`src/rtl/seg_bank_viewer_if.sv`:
```
// Bus bundle for seg_bank_viewer: raw buttons and bank buses in, displays out.
// master drives btn_r/btn_m/bank_r/bank_m; slave drives idx_seg/val_seg/led/busy.
interface seg_bank_viewer_if #(
    parameter int N_ENTRIES  = 32,
    parameter int DATA_W     = 12,
    parameter int N_DIGITS   = 4,
    parameter int IDX_DIGITS = 2
);
    logic                        btn_r;
    logic                        btn_m;
    logic [N_ENTRIES*DATA_W-1:0] bank_r;
    logic [N_ENTRIES*DATA_W-1:0] bank_m;
    logic [IDX_DIGITS*7-1:0]     idx_seg;
    logic [N_DIGITS*7-1:0]       val_seg;
    logic [1:0]                  led;
    logic                        busy;

    modport master (
        output btn_r, btn_m, bank_r, bank_m,
        input  idx_seg, val_seg, led, busy
    );

    modport slave (
        input  btn_r, btn_m, bank_r, bank_m,
        output idx_seg, val_seg, led, busy
    );
endinterface

```
`src/rtl/seg_bank_viewer.sv`:
```
// Two-bank viewer: debounced buttons pick bank/index, value shown via shift-add-3 BCD.
// Ports: clk, reset (async, active-high), bus (slave: buttons, banks, segments, led, busy).
module seg_bank_viewer #(
    parameter int N_ENTRIES  = 32,
    parameter int DATA_W     = 12,
    parameter int N_DIGITS   = 4,
    parameter int IDX_DIGITS = 2,
    parameter int DEB_CYCLES = 16,
    parameter int AUTO_REFR  = 0
) (
    input logic               clk,
    input logic               reset,
    seg_bank_viewer_if.slave  bus
);
    localparam int IW    = (N_ENTRIES > 1) ? $clog2(N_ENTRIES) : 1;
    // ceil(DATA_W*0.302 + 1) BCD digits
    localparam int ACC_D = (DATA_W * 302 + 1999) / 1000;
    localparam int AW    = 4 * ACC_D;
    localparam int PW    = 4 * ((ACC_D > N_DIGITS) ? ACC_D : N_DIGITS);
    localparam int CW    = $clog2(DATA_W + 1);
    localparam int DCW   = $clog2(DEB_CYCLES + 1);
    localparam logic [6:0] SEG_BLANK = 7'b1111111;
    localparam logic [6:0] SEG_DASH  = 7'b0111111;

    typedef enum logic [1:0] {S_IDLE, S_LOAD, S_SHIFT, S_UPDATE} state_t;

    function automatic logic [6:0] f_seg(input logic [3:0] d);
        case (d)
            4'd0:    return 7'b1000000;
            4'd1:    return 7'b1111001;
            4'd2:    return 7'b0100100;
            4'd3:    return 7'b0110000;
            4'd4:    return 7'b0011001;
            4'd5:    return 7'b0010010;
            4'd6:    return 7'b0000010;
            4'd7:    return 7'b1111000;
            4'd8:    return 7'b0000000;
            4'd9:    return 7'b0010000;
            default: return SEG_BLANK;
        endcase
    endfunction

    // bit 0 = R, bit 1 = M
    logic [1:0]     r_s1, r_s2, r_deb, r_deb_d;
    logic [DCW-1:0] r_dcnt [2];
    logic [1:0]     w_press;

    state_t                  r_state, w_next;
    logic                    r_start;
    logic                    r_bank;
    logic [IW-1:0]           r_idx;
    logic [IDX_DIGITS*4-1:0] r_idx_bcd, w_idx_inc;
    logic                    r_idx_on;
    logic [DATA_W-1:0]       r_shift;
    logic [AW-1:0]           r_acc, w_acc_adj;
    logic [CW-1:0]           r_cnt;
    logic [N_DIGITS*7-1:0]   r_val_seg, w_val_seg;
    logic [IDX_DIGITS*7-1:0] w_idx_seg;
    logic [PW-1:0]           w_acc_pad;
    logic                    w_ovf, w_carry;
    logic                    w_acc_r, w_acc_m, w_step, w_switch, w_wrap;
    logic [N_ENTRIES*DATA_W-1:0] w_bank_sel;

    always_ff @(posedge clk or posedge reset) begin
        if (reset) begin
            r_s1    <= '0;
            r_s2    <= '0;
            r_deb   <= '0;
            r_deb_d <= '0;
            for (int i = 0; i < 2; i++) r_dcnt[i] <= '0;
        end else begin
            r_s1    <= {bus.btn_m, bus.btn_r};
            r_s2    <= r_s1;
            r_deb_d <= r_deb;
            for (int i = 0; i < 2; i++) begin
                if (r_s2[i] != r_deb[i]) begin
                    if (r_dcnt[i] == DCW'(DEB_CYCLES - 1)) begin
                        r_deb[i]  <= r_s2[i];
                        r_dcnt[i] <= '0;
                    end else begin
                        r_dcnt[i] <= r_dcnt[i] + DCW'(1);
                    end
                end else begin
                    r_dcnt[i] <= '0;
                end
            end
        end
    end

    assign w_press  = r_deb & ~r_deb_d;
    // R wins a same-cycle tie; presses outside IDLE are dropped
    assign w_acc_r  = (r_state == S_IDLE) && w_press[0];
    assign w_acc_m  = (r_state == S_IDLE) && w_press[1] && !w_press[0];
    assign w_step   = (w_acc_r && !r_bank) || (w_acc_m && r_bank);
    assign w_switch = (w_acc_r && r_bank) || (w_acc_m && !r_bank);
    assign w_wrap   = (r_idx == IW'(N_ENTRIES - 1));
    assign w_bank_sel = r_bank ? bus.bank_m : bus.bank_r;

    always_comb begin
        w_next = r_state;
        case (r_state)
            S_IDLE:
                if (w_press != 2'b00 || r_start || AUTO_REFR != 0)
                    w_next = S_LOAD;
            S_LOAD:  w_next = S_SHIFT;
            S_SHIFT:
                if (r_cnt == CW'(DATA_W - 1))
                    w_next = S_UPDATE;
            default: w_next = S_IDLE;
        endcase
    end

    always_ff @(posedge clk or posedge reset) begin
        if (reset) r_state <= S_IDLE;
        else       r_state <= w_next;
    end

    always_comb begin
        w_idx_inc = r_idx_bcd;
        w_carry   = 1'b1;
        for (int d = 0; d < IDX_DIGITS; d++) begin
            if (w_carry) begin
                if (r_idx_bcd[4*d +: 4] == 4'd9) begin
                    w_idx_inc[4*d +: 4] = 4'd0;
                end else begin
                    w_idx_inc[4*d +: 4] = r_idx_bcd[4*d +: 4] + 4'd1;
                    w_carry = 1'b0;
                end
            end
        end
    end

    always_comb begin
        w_acc_adj = r_acc;
        for (int d = 0; d < ACC_D; d++)
            if (r_acc[4*d +: 4] >= 4'd5)
                w_acc_adj[4*d +: 4] = r_acc[4*d +: 4] + 4'd3;
    end

    // Padding lets N_DIGITS exceed the accumulator without out-of-range selects
    assign w_acc_pad = PW'(r_acc);
    assign w_ovf     = (w_acc_pad >> (4 * N_DIGITS)) != '0;

    always_comb begin
        w_val_seg = '1;
        for (int d = 0; d < N_DIGITS; d++)
            w_val_seg[7*d +: 7] = w_ovf ? SEG_DASH : f_seg(w_acc_pad[4*d +: 4]);
        w_idx_seg = '1;
        for (int d = 0; d < IDX_DIGITS; d++)
            w_idx_seg[7*d +: 7] = f_seg(r_idx_bcd[4*d +: 4]);
    end

    always_ff @(posedge clk or posedge reset) begin
        if (reset) begin
            r_start   <= 1'b1;
            r_bank    <= 1'b0;
            r_idx     <= '0;
            r_idx_bcd <= '0;
            r_idx_on  <= 1'b0;
            r_shift   <= '0;
            r_acc     <= '0;
            r_cnt     <= '0;
            r_val_seg <= '1;
        end else begin
            if (w_step) begin
                r_idx     <= w_wrap ? '0 : r_idx + IW'(1);
                r_idx_bcd <= w_wrap ? '0 : w_idx_inc;
            end
            if (w_switch) r_bank <= ~r_bank;
            case (r_state)
                S_LOAD: begin
                    r_shift  <= w_bank_sel[r_idx*DATA_W +: DATA_W];
                    r_acc    <= '0;
                    r_cnt    <= '0;
                    r_start  <= 1'b0;
                    r_idx_on <= 1'b1;
                end
                S_SHIFT: begin
                    r_acc   <= {w_acc_adj[AW-2:0], r_shift[DATA_W-1]};
                    r_shift <= r_shift << 1;
                    r_cnt   <= r_cnt + CW'(1);
                end
                S_UPDATE: r_val_seg <= w_val_seg;
                default: ;
            endcase
        end
    end

    // New value appears during UPDATE itself, then is held by r_val_seg
    assign bus.val_seg = (r_state == S_UPDATE) ? w_val_seg : r_val_seg;
    assign bus.idx_seg = r_idx_on ? w_idx_seg : '1;
    assign bus.led     = r_bank ? 2'b10 : 2'b01;
    assign bus.busy    = (r_state == S_LOAD) || (r_state == S_SHIFT);
endmodule

```
`src/flat_wrapper.sv`:
```
// flat-port wrapper written by rule: the top's interface ports become plain ports
module seg_bank_viewer_flat 
#(
    parameter int N_ENTRIES  = 32,
    parameter int DATA_W     = 12,
    parameter int N_DIGITS   = 4,
    parameter int IDX_DIGITS = 2,
    parameter int DEB_CYCLES = 16,
    parameter int AUTO_REFR  = 0
)
  (clk, reset, bus_btn_r, bus_btn_m, bus_bank_r, bus_bank_m, bus_idx_seg, bus_val_seg, bus_led, bus_busy);
  seg_bank_viewer_if #(.N_ENTRIES(N_ENTRIES), .DATA_W(DATA_W), .N_DIGITS(N_DIGITS), .IDX_DIGITS(IDX_DIGITS)) bus_i ();
  input logic clk;
  input logic reset;
  input wire logic [$bits(bus_i.btn_r)-1:0] bus_btn_r;
  input wire logic [$bits(bus_i.btn_m)-1:0] bus_btn_m;
  input wire logic [$bits(bus_i.bank_r)-1:0] bus_bank_r;
  input wire logic [$bits(bus_i.bank_m)-1:0] bus_bank_m;
  output wire logic [$bits(bus_i.idx_seg)-1:0] bus_idx_seg;
  output wire logic [$bits(bus_i.val_seg)-1:0] bus_val_seg;
  output wire logic [$bits(bus_i.led)-1:0] bus_led;
  output wire logic [$bits(bus_i.busy)-1:0] bus_busy;
  assign bus_i.btn_r = bus_btn_r;
  assign bus_i.btn_m = bus_btn_m;
  assign bus_i.bank_r = bus_bank_r;
  assign bus_i.bank_m = bus_bank_m;
  assign bus_idx_seg = bus_i.idx_seg;
  assign bus_val_seg = bus_i.val_seg;
  assign bus_led = bus_i.led;
  assign bus_busy = bus_i.busy;
  seg_bank_viewer #(.N_ENTRIES(N_ENTRIES), .DATA_W(DATA_W), .N_DIGITS(N_DIGITS), .IDX_DIGITS(IDX_DIGITS), .DEB_CYCLES(DEB_CYCLES), .AUTO_REFR(AUTO_REFR)) u_core (.clk(clk), .reset(reset), .bus(bus_i));
endmodule
```
`config.mk`:
```
export PLATFORM = sky130hd
export DESIGN_NAME = seg_bank_viewer_flat
export DESIGN_NICKNAME = d
export VERILOG_FILES = /design/src/rtl/seg_bank_viewer_if.sv /design/src/rtl/seg_bank_viewer.sv /design/src/flat_wrapper.sv
export SDC_FILE = /design/constraint.sdc
export NUM_CORES = 1
export LEC_CHECK = 0
export ABC_AREA = 1
export CORE_AREA = 8 8 311 313
export CTS_BUF_LIST = sky130_fd_sc_hd__clkbuf_4 sky130_fd_sc_hd__clkbuf_8 sky130_fd_sc_hd__clkbuf_16
export DETAILED_ROUTE_END_ITERATION = 6
export DIE_AREA = 0 0 319 321
export HOLD_SLACK_MARGIN = 0.05
export PLACE_DENSITY_LB_ADDON = 0.15
export SETUP_SLACK_MARGIN = 0.05
export SYNTH_ARGS = -nofsm -noshare
export SYNTH_HDL_FRONTEND = slang
export SYNTH_SLANG_ARGS = --single-unit
```
`constraint.sdc`:
```
create_clock -name clk -period 5.08 [get_ports clk]
set_input_delay 1.524 -clock clk [delete_from_list [all_inputs] [get_ports clk]]
set_output_delay 1.524 -clock clk [all_outputs]
set_load 0.05 [all_outputs]
```
* After elaboration in Yosys (flattened, before gate mapping)
Memories as Yosys holds them, arrays and structs flattened.
Cells that the tools add are included.
** Cells by class
- Multipliers :: 1
- Muxes and demuxes :: 29
- Eq/ne operators :: 13
- Shift-type cells :: 1
- Order comparisons :: 5
- Reduce and logical (&&, ||, !) cells :: 22
- Add/subtract/negate cells :: 11
- Bitwise operators :: 3
** Operators by type and width (count)
- $mux W384 :: 1
- $shiftx A384 B10 Y12 :: 1
- $pmux W20 S2 :: 1
- $mux W28 :: 1
- $mux W4 :: 7
- $mux W7 :: 4
- $mux W5 :: 5
- $pmux W12 S2 :: 1
- $ge A4 B3 Y1 const B :: 5
- $reduce_bool A20 Y1 :: 1
- $add A4 B2 Y4 const B :: 4
- $add A5 B1 Y5 const B :: 3
- $mux W14 :: 1
- $add A4 B1 Y4 const B :: 3
- $eq A4 B4 Y1 const B :: 3
- $eq A5 B4 Y1 const B :: 2
- $mux W8 :: 1
- $pmux W4 S2 :: 1
- $reduce_and A2 Y1 :: 4
- $logic_and A1 B1 Y1 :: 7
- $mul A5 B2 Y7 const B :: 1
- $mux W2 :: 3
- $pmux W2 S3 :: 1
- $reduce_bool A2 Y1 :: 3
- 15 further kinds :: 21
** Word-level totals
- Memory bits (read-only) :: 672
- Input port bits :: 772
- Register bits :: 100
- Logic and storage cells :: 109
- Memories kept :: 6
- Output and inout port bits :: 45
** Memory list
- (name not given) :: depth 16, bits a word 7, rd ports 1, clocked after memory_dff 0, wr ports 0, RTL line seg_bank_viewer.sv:28 : case (d)
- (name not given) :: depth 16, bits a word 7, rd ports 1, clocked after memory_dff 0, wr ports 0, RTL line seg_bank_viewer.sv:28
- (name not given) :: depth 16, bits a word 7, rd ports 1, clocked after memory_dff 0, wr ports 0, RTL line seg_bank_viewer.sv:28
- (name not given) :: depth 16, bits a word 7, rd ports 1, clocked after memory_dff 0, wr ports 0, RTL line seg_bank_viewer.sv:28
- (name not given) :: depth 16, bits a word 7, rd ports 1, clocked after memory_dff 0, wr ports 0, RTL line seg_bank_viewer.sv:28
- (name not given) :: depth 16, bits a word 7, rd ports 1, clocked after memory_dff 0, wr ports 0, RTL line seg_bank_viewer.sv:28

* Logic depth before layout (Yosys ltp)
Gate-level depths: netlist of run 1.
- Depth in word-level cells :: 7
- Mapped depth :: 13
- Depth with buffers taken out :: 11

* Worst setup path before layout of run 1
Ideal clock, no wire load.
- Path kind :: register -> output
- From :: register u_core.r_state[0]
- To :: output port bus_val_seg[13]
- Path slack :: 1.344 ns
- Data required time :: 3.556 ns
- Cell stages (with the launch flop) :: 7
- Buffers on the path :: 1
- Arrival time :: 2.212 ns
- Path through :: dfrtp_1 > ha_1 > clkbuf_2 > inv_1 > nor2_1 > inv_1 > o21ai_0
** On the way
- Longest elaborated chain between the ends :: 2
** Ends and longest elaborated chain
- start, declared :: RTL line seg_bank_viewer.sv:48 : state_t r_state, w_next;
- start signal, assigned :: RTL line seg_bank_viewer.sv:115 : else r_state <= w_next;
- $eq A2 B2 Y1 :: RTL line seg_bank_viewer.sv:190 : assign bus.val_seg = (r_state == S_UPDATE) ? w_val_seg : r_val_seg;
- $mux W28 :: RTL line seg_bank_viewer.sv:190
- end, declared :: RTL line flat_wrapper.sv:20 : output wire logic [$bits(bus_i.val_seg)-1:0] bus_val_seg;
No other way between the ends.

* Worst setup path in the final report of run 1
- From :: register u_core.r_acc[16]
- To :: output port bus_val_seg[7]
** On the way
- Longest elaborated chain between the ends :: 3
** Ends and longest elaborated chain
- start, declared :: RTL line seg_bank_viewer.sv:55 : logic [AW-1:0] r_acc, w_acc_adj;
- start signal, assigned :: RTL line seg_bank_viewer.sv:179 : r_acc <= {w_acc_adj[AW-2:0], r_shift[DATA_W-1]};
- $reduce_bool A20 Y1 :: RTL line seg_bank_viewer.sv:142 : assign w_ovf = (w_acc_pad >> (4 * N_DIGITS)) != '0;
- $mux W7 :: RTL line seg_bank_viewer.sv:147 : w_val_seg[7*d +: 7] = w_ovf ? SEG_DASH : f_seg(w_acc_pad[4*d +: 4]);
- $mux W28 :: RTL line seg_bank_viewer.sv:190
No other way between the ends.

==> results of run 1 <==
report_power, final:
part           switching, mW  internal, mW
Sequential            0.0710          1.07
Combinational           1.67          1.16
Clock                  0.388         0.352
metrics by stage:
| step | utilization | hold WS (ns) | worst slack, ns |
|---|---|---|---|
| after global placement | 0.251 | 0.331 | 0.842 |
| after global routing | 0.255 | 0.364 | 0.118 |
| final | 0.255 | 0.353 | 0.452 |
| after detailed placement | 0.251 | 0.336 | 0.795 |
| after floorplan | - | 0.331 | 0.985 |
| after CTS | 0.255 | 0.357 | 0.356 |
cell usage in the layout (no fill, tap or decap), drive strengths merged, types with 37 or more instances in the layout:
master	n
a21oi	90
clkdlybuf4s50	816
ha	45
nor2	169
dfrtp	71
o21ai	103
o211ai	37
nand3	426
nand2	1145
inv	355
worst max-delay path by stage:
stage	startpoint	end	cells past startpoint
5_1_grt	u_core.r_state[1]	bus_val_seg[22]	9
2_1_floorplan	reset	u_core.r_acc[0]	1
3_3_place_gp	u_core.r_acc[16]	bus_val_seg[7]	10
3_5_place_dp	u_core.r_acc[16]	bus_val_seg[7]	10
4_1_cts	u_core.r_acc[16]	bus_val_seg[7]	10
6_report	u_core.r_acc[16]	bus_val_seg[7]	10
flip-flops by register name (all words and copies together), names as in the netlist:
signal            flops
u_core.r_dcnt        10
u_core.r_idx_bcd      8
u_core.r_idx          5
u_core.r_state        2
u_core.r_idx_on       1
u_core.r_deb_d        2
u_core.r_cnt          4
u_core.r_shift       12
u_core.r_bank         1
u_core.r_start        1
u_core.r_val_seg     28
u_core.r_s1           2
u_core.r_deb          2
u_core.r_s2           2
u_core.r_acc         20
cells by family after synthesis:
group | count (synthesis)
and+or+nand+nor | 1757
buffers and inverters | 530
AOI/OAI and AO/OA | 275
DFF | 100
adders and majority gates | 45
xor gates and xnor gates | 5
muxes | 1
layer usage:
metal / global-route usage / vias to the layer above / share of wire
li1: - / 9823 / -
met1: 0.267 / 8930 / 0.45
met2: 0.336 / 663 / 0.46
met3: 0.0565 / 61 / 0.077
met4: 0.0312 / 18 / 0.011
met5: 0 / - / 0.0011
area by class of cell:
class	instances	area share
Clock buffer	9	0.00958
Sequential cell	100	0.108
Antenna cell	13	0.00138
Timing Repair Buffer	840	0.359
Inverter	354	0.0572
Tap cell	1197	0.0637
Multi-Input combinational cell	2083	0.397
Clock inverter	7	0.00346
==> results_dict.tcl, run 1 <==
set metrics [dict create \
    grt_pass1_wl_um 152000 \
    grt.total_usage 0.203 \
    setup_tns_ns 0 \
    r2r_slack_ns 1.71 \
    synth_top_area_frac 0.305 \
    crit_type "reg2out" \
    grt-ovfl-total 0 \
    synthTopCellsByCount "1145 x nand2_1, 426 x nand3_1, 351 x inv_1, 169 x nor2_1, 101 x o21ai_0" \
    r2r-start "u_core.r_bank" \
    final_nets 4205 \
    crit_path_end_kind "primary output" \
    cts_setup_buffers 0 \
    cellPowerDensity_nw_per_um2 200 \
    yosys_most_used_dff "dfrtp_1" \
    worst_path_max_delay_cell "clkdlybuf4s50_1" \
    grt_max_degree 150 \
    synthSimpleGateAreaFrac 0.509 \
    drive_gt1_frac 0.0253 \
    syn_nets 3530 \
    synthAdderAreaFrac 0.0400 \
    maxSlewViolCount 0 \
    synthTopCellsByArea "nand2_1 31%, nand3_1 15%, dfrtp_1 13%" \
    clk_pin_slew_ns 0.09 \
    critical-path-max-stage-delay_ns 0.74 \
    regArea_sq_um 2550 \
    clk_latency_ns 0.38 \
    yosys.cell_count.top_type "nand2_1" \
    grt_pass1_vias 19900 \
    path_common_cell "inv_1" \
    period_share 0.911 \
    hold_end "u_core.r_s2[1]" \
    port_buffers 816 \
    dpl.cell_count 4574 \
    yosysTopAreaCell "nand2_1" \
    antenna_found_initial 30 \
    drc 0 \
    place_area_sq_um 23200 \
    worst_setup_path_start_kind "flop" \
    root_buffer "clkbuf_16" \
    multiInputGateArea_sq_um 9340 \
    first_pass_iters 5 \
    numCtsBuffers 9 \
    fin_cells 4603 \
    drt_iter0_drc 1435 \
    rsz0062_at_grt "no" \
    coreArea_sq_um 92200 \
    min_path_cells 0 \
    clock.fmax_mhz 216 \
    synth_edf_count 0 \
    setup_viol 0 \
    synth.mux.area_fraction 0.000800 \
    synth_area_per_cell_sq_um 5.19 \
    die_w_um 319 \
    finClkSkew_ns 0.0135 \
    cts_tree "done" \
    min_from "u_core.r_s1[1]" \
    syn_to_final_growth_pct 67.1 \
    htreeDepth 3 \
    seq_area_frac_synth 0.180 \
    num_rows 112 \
    io-pin-count 817 \
    final_hold_viol_count 0 \
    ys_warn_count 0 \
    synth_top_family_by_area "simple AND/OR/NAND/NOR gates" \
    cp_cell_sequence "inv_1 > ha_1 > nand2_1 > nor2_1 > inv_1 > nor2_1 > inv_1 > a21oi_1 > a21oi_1 > clkdlybuf4s50_1" \
    num-fill-cells 10700 \
    min_path_type "reg2reg" \
    postCtsResizedCells 0 \
    cp.arrival_ns 3.10 \
    wl_per_cell_um 23.7 \
    status "finished clean" \
    r2r_end "u_core.r_shift[8]" \
    ir_worst_vdd_uv 203 \
    cellLeakagePower_nw 10.9 \
    clock-sinks 100 \
    worstMarginPinSlew_ns 1.07 \
    chipHeight_um 321 \
    num_vias 19500 \
    synthCells 2713 \
    design_area_sq_um 23500 \
    crit_buf_inv 4 \
    ys_ff_latch 100 \
    yosys.area_share.xor_xnor 0.00311 \
    wl_um 109000 \
    dpl.hpwl_um 89100 \
    reg2regPathDepth 12 \
    layout_min_cycle_time_ns 4.63 \
    cts.hold.buffers_added 0 \
    maxCapViolCount 0 \
    relSlewSlack 0.283 \
    clockBufferDepth 2 \
    gp_congestion 0.877 \
    synth_compound_area_frac 0.110 \
    die_area_sq_um 102000 \
    initial_core_util 0.153 \
    totalPowerFinal_mw 4.71 \
    via_per_inst 4.24 \
    worstPathRequired_ns 3.56 \
    netlist_area_sq_um 14100 \
    synth.distinct_cells 34 \
    ant_nets 0 \
    crit_fanout 9 \
    async_reset_ff_frac 1.00 \
    crit_family "buffers and inverters" \
]
(Power assumes the default switching activity.)
==> inputs of run 2 (changes only) <==
- CORE_AREA: 8 8 311 313 -> 8 8 309 311
- DIE_AREA: 0 0 319 321 -> 0 0 317 319
- clock period: 5.08 -> 4.1 ns (I/O delays scaled with it)
==> results_dict.tcl, run 2 (synthesized netlist as in run 1, its figures left out) <==
set metrics [dict create \
    status "finished clean" \
    syn_to_final_growth_pct 68.8 \
    setup_tns_ns 0 \
    setup_viol 0 \
    crit_family "buffers and inverters" \
    clockBufferDepth 2 \
    period_share 0.929 \
    drt_iter0_drc 1204 \
    critical-path-max-stage-delay_ns 0.81 \
    final_cell_mix "1144 x nand2_1, 789 x clkdlybuf4s50_1, 426 x nand3_1" \
    cellPowerDensity_nw_per_um2 248 \
    fin_util 0.262 \
    grt_max_degree 160 \
    worstMarginPinSlew_ns 1.09 \
    final_hold_viol_count 0 \
    port_buffers 816 \
    clk_latency_ns 0.38 \
    grt.total_usage 0.203 \
    cp.arrival_ns 2.58 \
    crit_buf_inv 2 \
    die_w_um 317 \
    chipHeight_um 319 \
    cellLeakagePower_nw 11.1 \
    finClkSkew_ns 0.0119 \
    postCtsResizedCells 0 \
    largest-register "u_core.r_val_seg" \
    wl_per_cell_um 23.1 \
    num_vias 19600 \
    crit_start "u_core.r_acc[0]" \
    clock.fmax_mhz 263 \
    crit_type "reg2out" \
    cts_setup_buffers 0 \
    min_from "u_core.r_s1[1]" \
    coreArea_sq_um 90700 \
    maxSlewViolCount 0 \
    antenna_found_initial 73 \
    root_buffer "clkbuf_16" \
    totalPowerFinal_mw 5.89 \
    num_rows 111 \
    crit_path_end_kind "primary output" \
    grt_pass1_vias 20400 \
    crit_fanout 6 \
    min_path_type "reg2reg" \
    r2r_slack_ns 1.09 \
    initial_core_util 0.155 \
    final_nets 4224 \
    rsz0062_at_grt "no" \
    hold_ws_ns 0.351 \
    htreeDepth 3 \
    die_area_sq_um 101000 \
    reg_top3 "u_core.r_val_seg (28), u_core.r_acc (20), u_core.r_shift (12)" \
    dpl.hpwl_um 87800 \
    final_common_cell "nand2_1" \
    maxCapViolCount 0 \
    clk_pin_slew_ns 0.08 \
    path_common_cell "ha_1" \
    clock-sinks 100 \
    via_per_inst 4.22 \
    worst_setup_path_start_kind "flop" \
    layout_min_cycle_time_ns 3.81 \
    drive_gt1_frac 0.0387 \
    ir_worst_vdd_uv 208 \
    ant_nets 0 \
    largest_reg_flops 28 \
    r2r-start "u_core.r_bank" \
    cp_cell_sequence "inv_1 > ha_1 > ha_1 > o21ai_0 > o22a_1 > clkdlybuf4s50_1" \
    relSlewSlack 0.274 \
    fin_cells 4639 \
    cts.hold.buffers_added 0 \
    numCtsBuffers 9 \
    first_pass_iters 5 \
    dpl.cell_count 4582 \
    drc 0 \
    wl_um 107000 \
    gp_congestion 0.861 \
    grt_pass1_wl_um 149000 \
    io-pin-count 817 \
    cts_tree "done" \
    grt-ovfl-total 0 \
    worstPathRequired_ns 2.87 \
    worst_path_max_delay_cell "clkdlybuf4s50_1" \
]
## run 2: where the power goes
group | switching [mW] | leakage (nW) | total, mW | internal (mW)
clock network | 0.446 | 0.146 | 0.923 | 0.477
logic | 2.08 | 9.69 | 3.54 | 1.47
registers | 0.0923 | 1.25 | 1.42 | 1.33
total | 2.62 | 11.1 | 5.89 | 3.27
## run 2: area by class of cell
| cell class | count | area [sq um] |
|---|---|---|
| clock buffers | 9 | 225 |
| multi-input cells | 2083 | 9340 |
| well taps | 1186 | 1480 |
| clock inverters | 7 | 73.8 |
| fillers | 10600 | 66900 |
| inverters | 354 | 1350 |
| flip-flops and latches | 100 | 2550 |
| repair buffers | 859 | 8640 |
| diodes | 41 | 103 |
## run 2: final timing paths
check | cells past startpoint | end
worst min register to register | 0 | u_core.r_s2[1]
max in group asynchronous | 3 | u_core.r_val_seg[15]
worst min-delay path | 0 | u_core.r_s2[1]
worst max register to register | 12 | u_core.r_shift[9]
worst max-delay path | 6 | bus_val_seg[4]
min in group asynchronous | 2 | u_core.r_idx_bcd[3]
## run 2: per-stage QoR
stage	instance area, sq um	worst slack, ns
2_1_floorplan	14100	0.299
3_3_place_gp	23400	0.691
3_5_place_dp	23400	0.675
4_1_cts	23700	0.241
5_1_grt	23700	0.0845
6_report	23800	0.291
## run 2: layer usage
layer | GRT usage | vias up | part of all wire
li1 | - | 9896 | -
met1 | 0.246 | 8865 | 0.43
met2 | 0.322 | 650 | 0.46
met3 | 0.0787 | 118 | 0.089
met4 | 0.0720 | 48 | 0.021
met5 | 0.00725 | - | 0.0036
